--- src/rtl/sec_monitor_pkg.sv ---
// rtl/sec_monitor_pkg.sv - shared types and defaults for the packet-verdict controller
package sec_monitor_pkg;

  typedef enum logic [1:0] {
    IDLE    = 2'd0,
    MONITOR = 2'd1,
    DECIDE  = 2'd2,
    RECOVER = 2'd3
  } state_t;

  localparam int DEFAULT_CNT_W          = 16;
  localparam int DEFAULT_RECOVER_CYCLES = 16;

endpackage

--- src/rtl/sat_counter.sv ---
// rtl/sat_counter.sv - unsigned counter that sticks at all-ones instead of wrapping
module sat_counter #(
  parameter int W = 16
) (
  input  logic         core_sp_clk,
  input  logic         reset,
  input  logic         inc,
  output logic [W-1:0] count
);

  always_ff @(posedge core_sp_clk or posedge reset) begin
    if (reset) begin
      count <= '0;
    end else if (inc && (count != '1)) begin
      count <= count + 1'b1;
    end
  end

endmodule

--- src/rtl/sec_verdict_ctrl.sv ---
// rtl/sec_verdict_ctrl.sv - per-packet forward/drop verdict FSM with post-violation core hold
module sec_verdict_ctrl
  import sec_monitor_pkg::*;
#(
  parameter int RECOVER_CYCLES = DEFAULT_RECOVER_CYCLES,
  parameter int CNT_W          = DEFAULT_CNT_W
) (
  input  logic             core_sp_clk,
  input  logic             reset,
  input  logic             drop_packet,
  input  logic             pkt_start,
  input  logic             pkt_done,
  input  logic             oq_ack,
  output logic             verdict_valid,
  output logic             verdict_drop,
  output logic             core_hold,
  output logic             busy,
  output logic [CNT_W-1:0] pkt_count,
  output logic [CNT_W-1:0] viol_count
);

  localparam int RW = (RECOVER_CYCLES > 1) ? $clog2(RECOVER_CYCLES) : 1;
  localparam logic [RW-1:0] REC_LOAD = RW'(RECOVER_CYCLES - 1);

  state_t        state;
  logic          drop_flag;
  logic [RW-1:0] rec_cnt;
  logic          accept;

  assign accept = (state == DECIDE) && oq_ack;

  always_ff @(posedge core_sp_clk or posedge reset) begin
    if (reset) begin
      state         <= IDLE;
      drop_flag     <= 1'b0;
      rec_cnt       <= '0;
      verdict_valid <= 1'b0;
      verdict_drop  <= 1'b0;
      core_hold     <= 1'b0;
      busy          <= 1'b0;
    end else begin
      case (state)
        IDLE: begin
          if (pkt_start) begin
            state <= MONITOR;
            busy  <= 1'b1;
          end
        end
        MONITOR: begin
          // a violation aborts the packet immediately and outranks pkt_done
          if (drop_packet || pkt_done) begin
            state         <= DECIDE;
            drop_flag     <= drop_packet;
            verdict_valid <= 1'b1;
            verdict_drop  <= drop_packet;
          end
        end
        DECIDE: begin
          if (oq_ack) begin
            verdict_valid <= 1'b0;
            verdict_drop  <= 1'b0;
            if (drop_flag) begin
              state     <= RECOVER;
              core_hold <= 1'b1;
              rec_cnt   <= REC_LOAD;
            end else begin
              state <= IDLE;
              busy  <= 1'b0;
            end
          end
        end
        RECOVER: begin
          if (rec_cnt == '0) begin
            state     <= IDLE;
            core_hold <= 1'b0;
            busy      <= 1'b0;
            drop_flag <= 1'b0;
          end else begin
            rec_cnt <= rec_cnt - 1'b1;
          end
        end
        default: state <= IDLE;
      endcase
    end
  end

  sat_counter #(.W(CNT_W)) u_pkt_cnt (
    .core_sp_clk (core_sp_clk),
    .reset       (reset),
    .inc         (accept),
    .count       (pkt_count)
  );

  sat_counter #(.W(CNT_W)) u_viol_cnt (
    .core_sp_clk (core_sp_clk),
    .reset       (reset),
    .inc         (accept && drop_flag),
    .count       (viol_count)
  );

endmodule

--- config.mk ---
export PLATFORM = sky130hd
export DESIGN_NAME = sec_verdict_ctrl
export DESIGN_NICKNAME = d
export VERILOG_FILES = /design/src/rtl/sec_monitor_pkg.sv /design/src/rtl/sat_counter.sv /design/src/rtl/sec_verdict_ctrl.sv
export SDC_FILE = /design/constraint.sdc
export NUM_CORES = 1
export LEC_CHECK = 0
export CAP_MARGIN = 40
export CELL_PAD_IN_SITES_DETAIL_PLACEMENT = 1
export CELL_PAD_IN_SITES_GLOBAL_PLACEMENT = 2
export CORE_MARGIN = 3
export CORE_UTILIZATION = 35
export CTS_BUF_LIST = sky130_fd_sc_hd__clkbuf_16
export DETAILED_ROUTE_END_ITERATION = 8
export PLACE_DENSITY = 0.89
export SYNTH_ARGS = -nofsm -noshare
export SYNTH_HDL_FRONTEND = slang
export SYNTH_SLANG_ARGS = --single-unit
--- constraint.sdc ---
create_clock -name core_sp_clk -period 2.93 [get_ports core_sp_clk]
set_input_delay 0.586 -clock core_sp_clk [delete_from_list [all_inputs] [get_ports core_sp_clk]]
set_output_delay 0.586 -clock core_sp_clk [all_outputs]
set_load 0.02 [all_outputs]
==> results of run 1 <==
[worst paths after layout]
kind / to / depth (start not counted) / slack, ns / startpoint
min in group asynchronous: u_pkt_cnt.count[7] / 3 / 0.77 / reset
max reg2reg: u_pkt_cnt.count[1] / 5 / 1.04 / u_pkt_cnt.count[0]
min: u_viol_cnt.count[15] / 1 / 0.50 / u_viol_cnt.count[15]
max: u_pkt_cnt.count[9] / 5 / 0.82 / oq_ack
min reg2reg: u_viol_cnt.count[15] / 1 / 0.50 / u_viol_cnt.count[15]
max in group asynchronous: u_pkt_cnt.count[0] / 3 / 1.78 / reset
[cells in the mapped netlist (all sizes together)]
cell / number
o211ai: 1
ha: 3
nor2: 6
nand3b: 3
and3: 6
and4: 2
and2: 1
nor3: 8
xnor2: 5
a31oi: 4
a2111oi: 1
nor2b: 2
mux2: 5
xor2: 18
nand4: 7
o32a: 1
nor4: 10
o31a: 1
inv: 10
or4b: 1
dfrtp: 43
a21oi: 17
mux2i: 2
a22oi: 1
nand2: 18
or2: 1
buf: 2
or3b: 1
o21ai: 5
nand2b: 1
clkbuf: 2
or3: 2
nand3: 15
and4b: 3
o2bb2ai: 1
a211oi: 5
nand4b: 1
[final cells by class]
type                            count  area, sq um  area share (%)
Clock inverter                      3         12.5           0.437
Multi-Input combinational cell    158         1100            38.5
Inverter                           10         37.5            1.31
Sequential cell                    43         1080            37.6
Timing Repair Buffer               42          418            14.6
Tap cell                           75         93.8            3.28
Clock buffer                        5          125            4.37
[sequential cells by signal, summed over array words and instances, names as in the netlist]
register	cells
busy	1
core_hold	1
drop_flag	1
rec_cnt	4
state	2
u_pkt_cnt.count	16
u_viol_cnt.count	16
verdict_drop	1
verdict_valid	1
[routing by layer]
metal,vias to the layer above,GRT usage (%),share of wire [%]
li1,876,-,-
met1,883,20.3,48
met2,29,25.2,47
met3,7,3.07,3.1
met4,0,4.32,1.3
met5,-,0,0
[cells by family (layout without fill, tap and decap cells)]
| group | Yosys count | in the layout | synth area share [%] |
|---|---|---|---|
| simple gates | 88 | 88 | 24.9 |
| flops | 43 | 43 | 48.2 |
| compound gates | 37 | 37 | 10.2 |
| xor+xnor | 23 | 23 | 9.02 |
| buf+inv | 14 | 60 | 2.47 |
| mux | 7 | 7 | 3.59 |
| fa+ha+maj | 3 | 3 | 1.68 |
[cells in the final DEF, fill, tap and decap left out, types with 2 or more instances in the layout]
cell,instances
or3_1,2
a211oi_1,5
a21oi_1,16
nand4_2,2
xor2_1,18
nor2_1,6
a31oi_1,4
clkdlybuf4s50_1,41
mux2i_1,2
nand4_1,4
and3_1,6
nand2_1,18
nor4_1,7
nor2b_1,2
nand3b_1,3
and4b_1,3
inv_1,12
o21ai_0,5
nor4_4,2
dfrtp_1,43
mux2_2,4
xnor2_1,5
ha_1,3
nand3_1,15
clkbuf_16,5
nor3_1,8
[worst register-to-register path, delay by kind of cell (launching register included)]
family                   cells  cell delay [ns]
AND/OR/NAND/NOR              2             0.71
adder cells (fa/ha/maj)      1             0.21
flip-flops                   1             0.41
multiplexers                 1             0.29
AO/OA/AOI/OAI                1             0.17
[power by group]
part           switching, mW  internal (mW)  leakage (nW)
Sequential             0.203          0.729         0.537
Clock                  0.218          0.308        0.0762
Combinational          0.352          0.332         0.693
Total                  0.773           1.37          1.31
[per-stage QoR]
stage	instances	instance area [sq um]	hold WS, ns	setup WS (ns)	power [mW]
after floorplan	215	2230	0.469	1.13	1.34
after global placement	328	2730	0.503	0.634	1.62
after detailed placement	328	2730	0.498	0.590	1.63
after CTS	336	2870	0.510	0.782	2.18
after global routing	336	2870	0.523	0.690	2.31
final	336	2870	0.504	0.817	2.14
==> impl_metrics.tcl, run 1 <==
set metrics [dict create \
    cellLeakagePower_nw 1.31 \
    yosys.area.top_type "dfrtp_1" \
    worstPathRequired_ns 3.07 \
    ys_ff_latch 43 \
    tns_ns 0 \
    io_pins 42 \
    yosysSeqAreaShare_pct 48.2 \
    route.vias.total 1795 \
    setup.worst_path.start_class "primary input" \
    critPathMaxStageDelay_ns 0.53 \
    synth_top_area_share_pct 48.2 \
    portBuffers 41 \
    peakVddDrop_mv 0.404 \
    synth_area_sq_um 2230 \
    cts_tree "built" \
    antenna_found_initial 0 \
    cp.arrival_ns 2.25 \
    grt_max_degree 44 \
    first_iter_violations 62 \
    numCtsBuffers 5 \
    cts_setup_buffers 0 \
    slowest_stage "clkdlybuf4s50_1" \
    ctsHoldBuffers 0 \
    dieArea_sq_um 7380 \
    fill_cells 704 \
    setup_viol 0 \
    dpl.hpwl_um 3730 \
    gp_congestion 0.765 \
    cp_top_family "buffers and inverters" \
    areaGrowthSynthToFinish_pct 28.3 \
    initial_core_util_pct 36.8 \
    crit_fanout 6 \
    grt_overflow_total 0 \
    cts-resized-gates 0 \
    core-area_sq_um 6060 \
    worstMarginPinSlew_ns 0.791 \
    avgSynthCellArea_sq_um 10.4 \
    syn_nets 224 \
    drc 0 \
    antenna_cells 0 \
    drive_gt1_share_pct 8.43 \
    wl_per_cell_um 15.5 \
    finalHoldViolations 0 \
    clk_path_buf_depth 2 \
    rows 28 \
    grt_pass1_vias 1837 \
    fp.dieH_um 85.9 \
    endpoint_kind "flip-flop" \
    p_per_area_nw_per_um2 748 \
    fmax_mhz 473 \
    utilization_pct 47.3 \
    insertion_delay_ns 0.28 \
    finalCriticalPeriod_ns 2.11 \
    ys_warn_count 0 \
    yosysUniqueCellTypes 44 \
    skew_ns 0.00635 \
    clockRootBuffer "clkbuf_16" \
    min_path_type "flip-flop to flip-flop" \
    wl_um 5210 \
    final_nets 269 \
    rsz0062_at_grt "no" \
    fin_crit_sh_pct 72.1 \
    status "finished clean" \
    die_w_um 85.9 \
    critical_path_class "primary input to flip-flop" \
    drv_slew 0 \
    grt_usage_pct 15.3 \
    ant_nets 0 \
    path_buf_inv 1 \
    drt_first_pass_iters 4 \
    synthCells 215 \
    vias_per_cell 5.34 \
    drv_cap 0 \
    slew_headroom_pct 46.9 \
    grt_pass1_wl_um 9020 \
    cts_sinks 43 \
    cp_cell_sequence "clkdlybuf4s50_1, and2_0, nand3_1, a2111oi_0, xor2_1" \
    cts_max_level 2 \
    synthTopCellsByArea "dfrtp_1, xor2_1, a21oi_1" \
    clk_pin_slew_ns 0.06 \
]
No activity file was read; power rests on OpenSTA's default activity.
==> run 2: changes to the inputs <==
Settings changed: CORE_UTILIZATION 35 to 33, PLACE_DENSITY 0.89 to 0.85.
Clock period 2.93 ns to 2.1 ns, I/O delays scaled along.
==> run 2 against run 1 <==
  * Design area grew 3.3%
  * Worst hold slack got worse by 0.093 ns
  * Cell count rose by 3.6%
  * Largest cell class unchanged
  * Highest routed layer unchanged
==> impl_metrics.tcl, run 2 (synthesized netlist as in run 1, its figures left out) <==
set metrics [dict create \
    status "finished clean" \
    grt_pass1_vias 1919 \
    io_pins 42 \
    final_common_cell "dfrtp_1" \
    vias_per_cell 5.37 \
    slowest_stage "clkdlybuf4s50_1" \
    clk_path_buf_depth 2 \
    drive_gt1_share_pct 12.2 \
    p_sw_mw 1.12 \
    numCtsBuffers 5 \
    sw_frac_of_total_pct 36.3 \
    crit_fanout 6 \
    fin_ws_ns 0.233 \
    clockRootBuffer "clkbuf_16" \
    placement.setup.worst_slack_ns -0.00124 \
    grt_usage_pct 15.5 \
    cellLeakagePower_nw 1.35 \
    grt_overflow_total 0 \
    r2r_end "rec_cnt[2]" \
    route.vias.total 1868 \
    rr_worst_depth 5 \
    power.share.clock_pct 24.8 \
    finalCriticalPeriod_ns 1.87 \
    fmax_mhz 536 \
    portBuffers 41 \
    power_frac_seq_pct 41.5 \
    cp-startpoint "u_viol_cnt.count[3]" \
    insertion_delay_ns 0.29 \
    drc 0 \
    worstPathRequired_ns 1.68 \
    cts_setup_buffers 0 \
    endpoint_kind "output port" \
    cp_cell_sequence "clkdlybuf4s50_1" \
    slew_headroom_pct 65.2 \
    cts_max_level 2 \
    ctsHoldBuffers 0 \
    grt_max_degree 32 \
    rows 29 \
    timing.rr.start "rec_cnt[0]" \
    combPwrFrac_pct 33.7 \
    p_per_area_nw_per_um2 1040 \
    path_buf_inv 1 \
    skew_ns 0.00401 \
    die_w_um 88.3 \
    cts_tree "built" \
    areaGrowthSynthToFinish_pct 32.5 \
    wl_per_cell_um 15.9 \
    final_area_sq_um 2960 \
    tns_ns 0 \
    dpl_cell_area_sq_um 2820 \
    initial_core_util_pct 34.6 \
    cts-resized-gates 0 \
    fp.dieH_um 88.3 \
    regArea_sq_um 1080 \
    grt_pass1_wl_um 9410 \
    core-area_sq_um 6460 \
    fin_crit_sh_pct 88.9 \
    drv_slew 0 \
    largestRegisters "u_pkt_cnt.count (16), u_viol_cnt.count (16), rec_cnt (4)" \
    critPathMaxStageDelay_ns 0.66 \
    setup.worst_path.start_class "flip-flop" \
    rsz0062_at_grt "no" \
    finalHoldViolations 0 \
    min_path_type "primary input to asynchronous set/reset pin" \
    antenna_found_initial 0 \
    antenna_cells 0 \
    r2r_setup_slack_ns 0.26 \
    clk_pin_slew_ns 0.06 \
    first_iter_violations 69 \
    gp_congestion 0.728 \
    layout_common_cells "dfrtp_1, clkdlybuf4s50_1, nand2_1, xor2_1, a21oi_1" \
    worstMarginPinSlew_ns 0.518 \
    cts_sinks 43 \
    drt_first_pass_iters 4 \
    setup_viol 0 \
    wl_um 5530 \
    dpl.hpwl_um 4010 \
    p_int_mw 1.96 \
    drv_cap 0 \
    critical_path_class "flip-flop to output port" \
    dieArea_sq_um 7790 \
    cp.arrival_ns 1.45 \
    ant_nets 0 \
    final_nets 279 \
    peakVddDrop_mv 0.656 \
    multi_input_area_sq_um 1100 \
    cp_top_family "buffers and inverters" \
    fill_cells 743 \
]
-- run 2: changes by cell type in the layout (fill, tap and decap cells not counted), sizes merged --
cell,delta
buf,+10
clkinv,+1
clkinvlp,+1
inv,-2
-- run 2: metrics by stage --
step	hold slack [ns]	utilization, %	cells	power, mW
after floorplan	0.469	-	215	1.87
after global placement	0.495	43.6	340	2.30
after detailed placement	0.504	43.6	340	2.33
after CTS	0.431	45.8	348	3.11
after global routing	0.456	45.8	348	3.28
final	0.411	45.8	348	3.07
-- run 2: cell type report --
cell class | instances | area share, %
well taps | 77 | 3.26
flip-flops and latches | 43 | 36.4
repair buffers | 52 | 17.1
clock buffers | 5 | 4.23
clock inverters | 3 | 0.550
multi-input cells | 158 | 37.3
inverters | 10 | 1.27
-- run 2: metal layers --
layer	up-vias	track usage, %	share of wire, %
met1	931	22.0	48
met4	0	5.36	1.5
met2	28	23.7	47
met3	7	2.89	2.9
li1	902	-	-
met5	-	0	0
-- run 2: power groups by stage --
stage	registers [mW]	logic [mW]	clock network (mW)
after detailed placement	1.29	1.04	0
after CTS	1.28	1.05	0.775
after global routing	1.32	1.15	0.807
after floorplan	1.36	0.510	0
final	1.28	1.03	0.763
after global placement	1.29	1.01	0
-- run 2: worst max path at each step --
stage	end	cells after the start
finish	viol_count[3]	1
global placement	u_viol_cnt.count[15]	5
global route	rec_cnt[3]	6
floorplan	u_viol_cnt.count[1]	5
CTS	viol_count[3]	1
detailed placement	u_viol_cnt.count[15]	5
==> run 3: changes to the inputs <==
Settings changed: TNS_END_PERCENT set to 50.
==> results of run 3 <==
No change in the layout: final DEF, timing and power equal those of run 2.
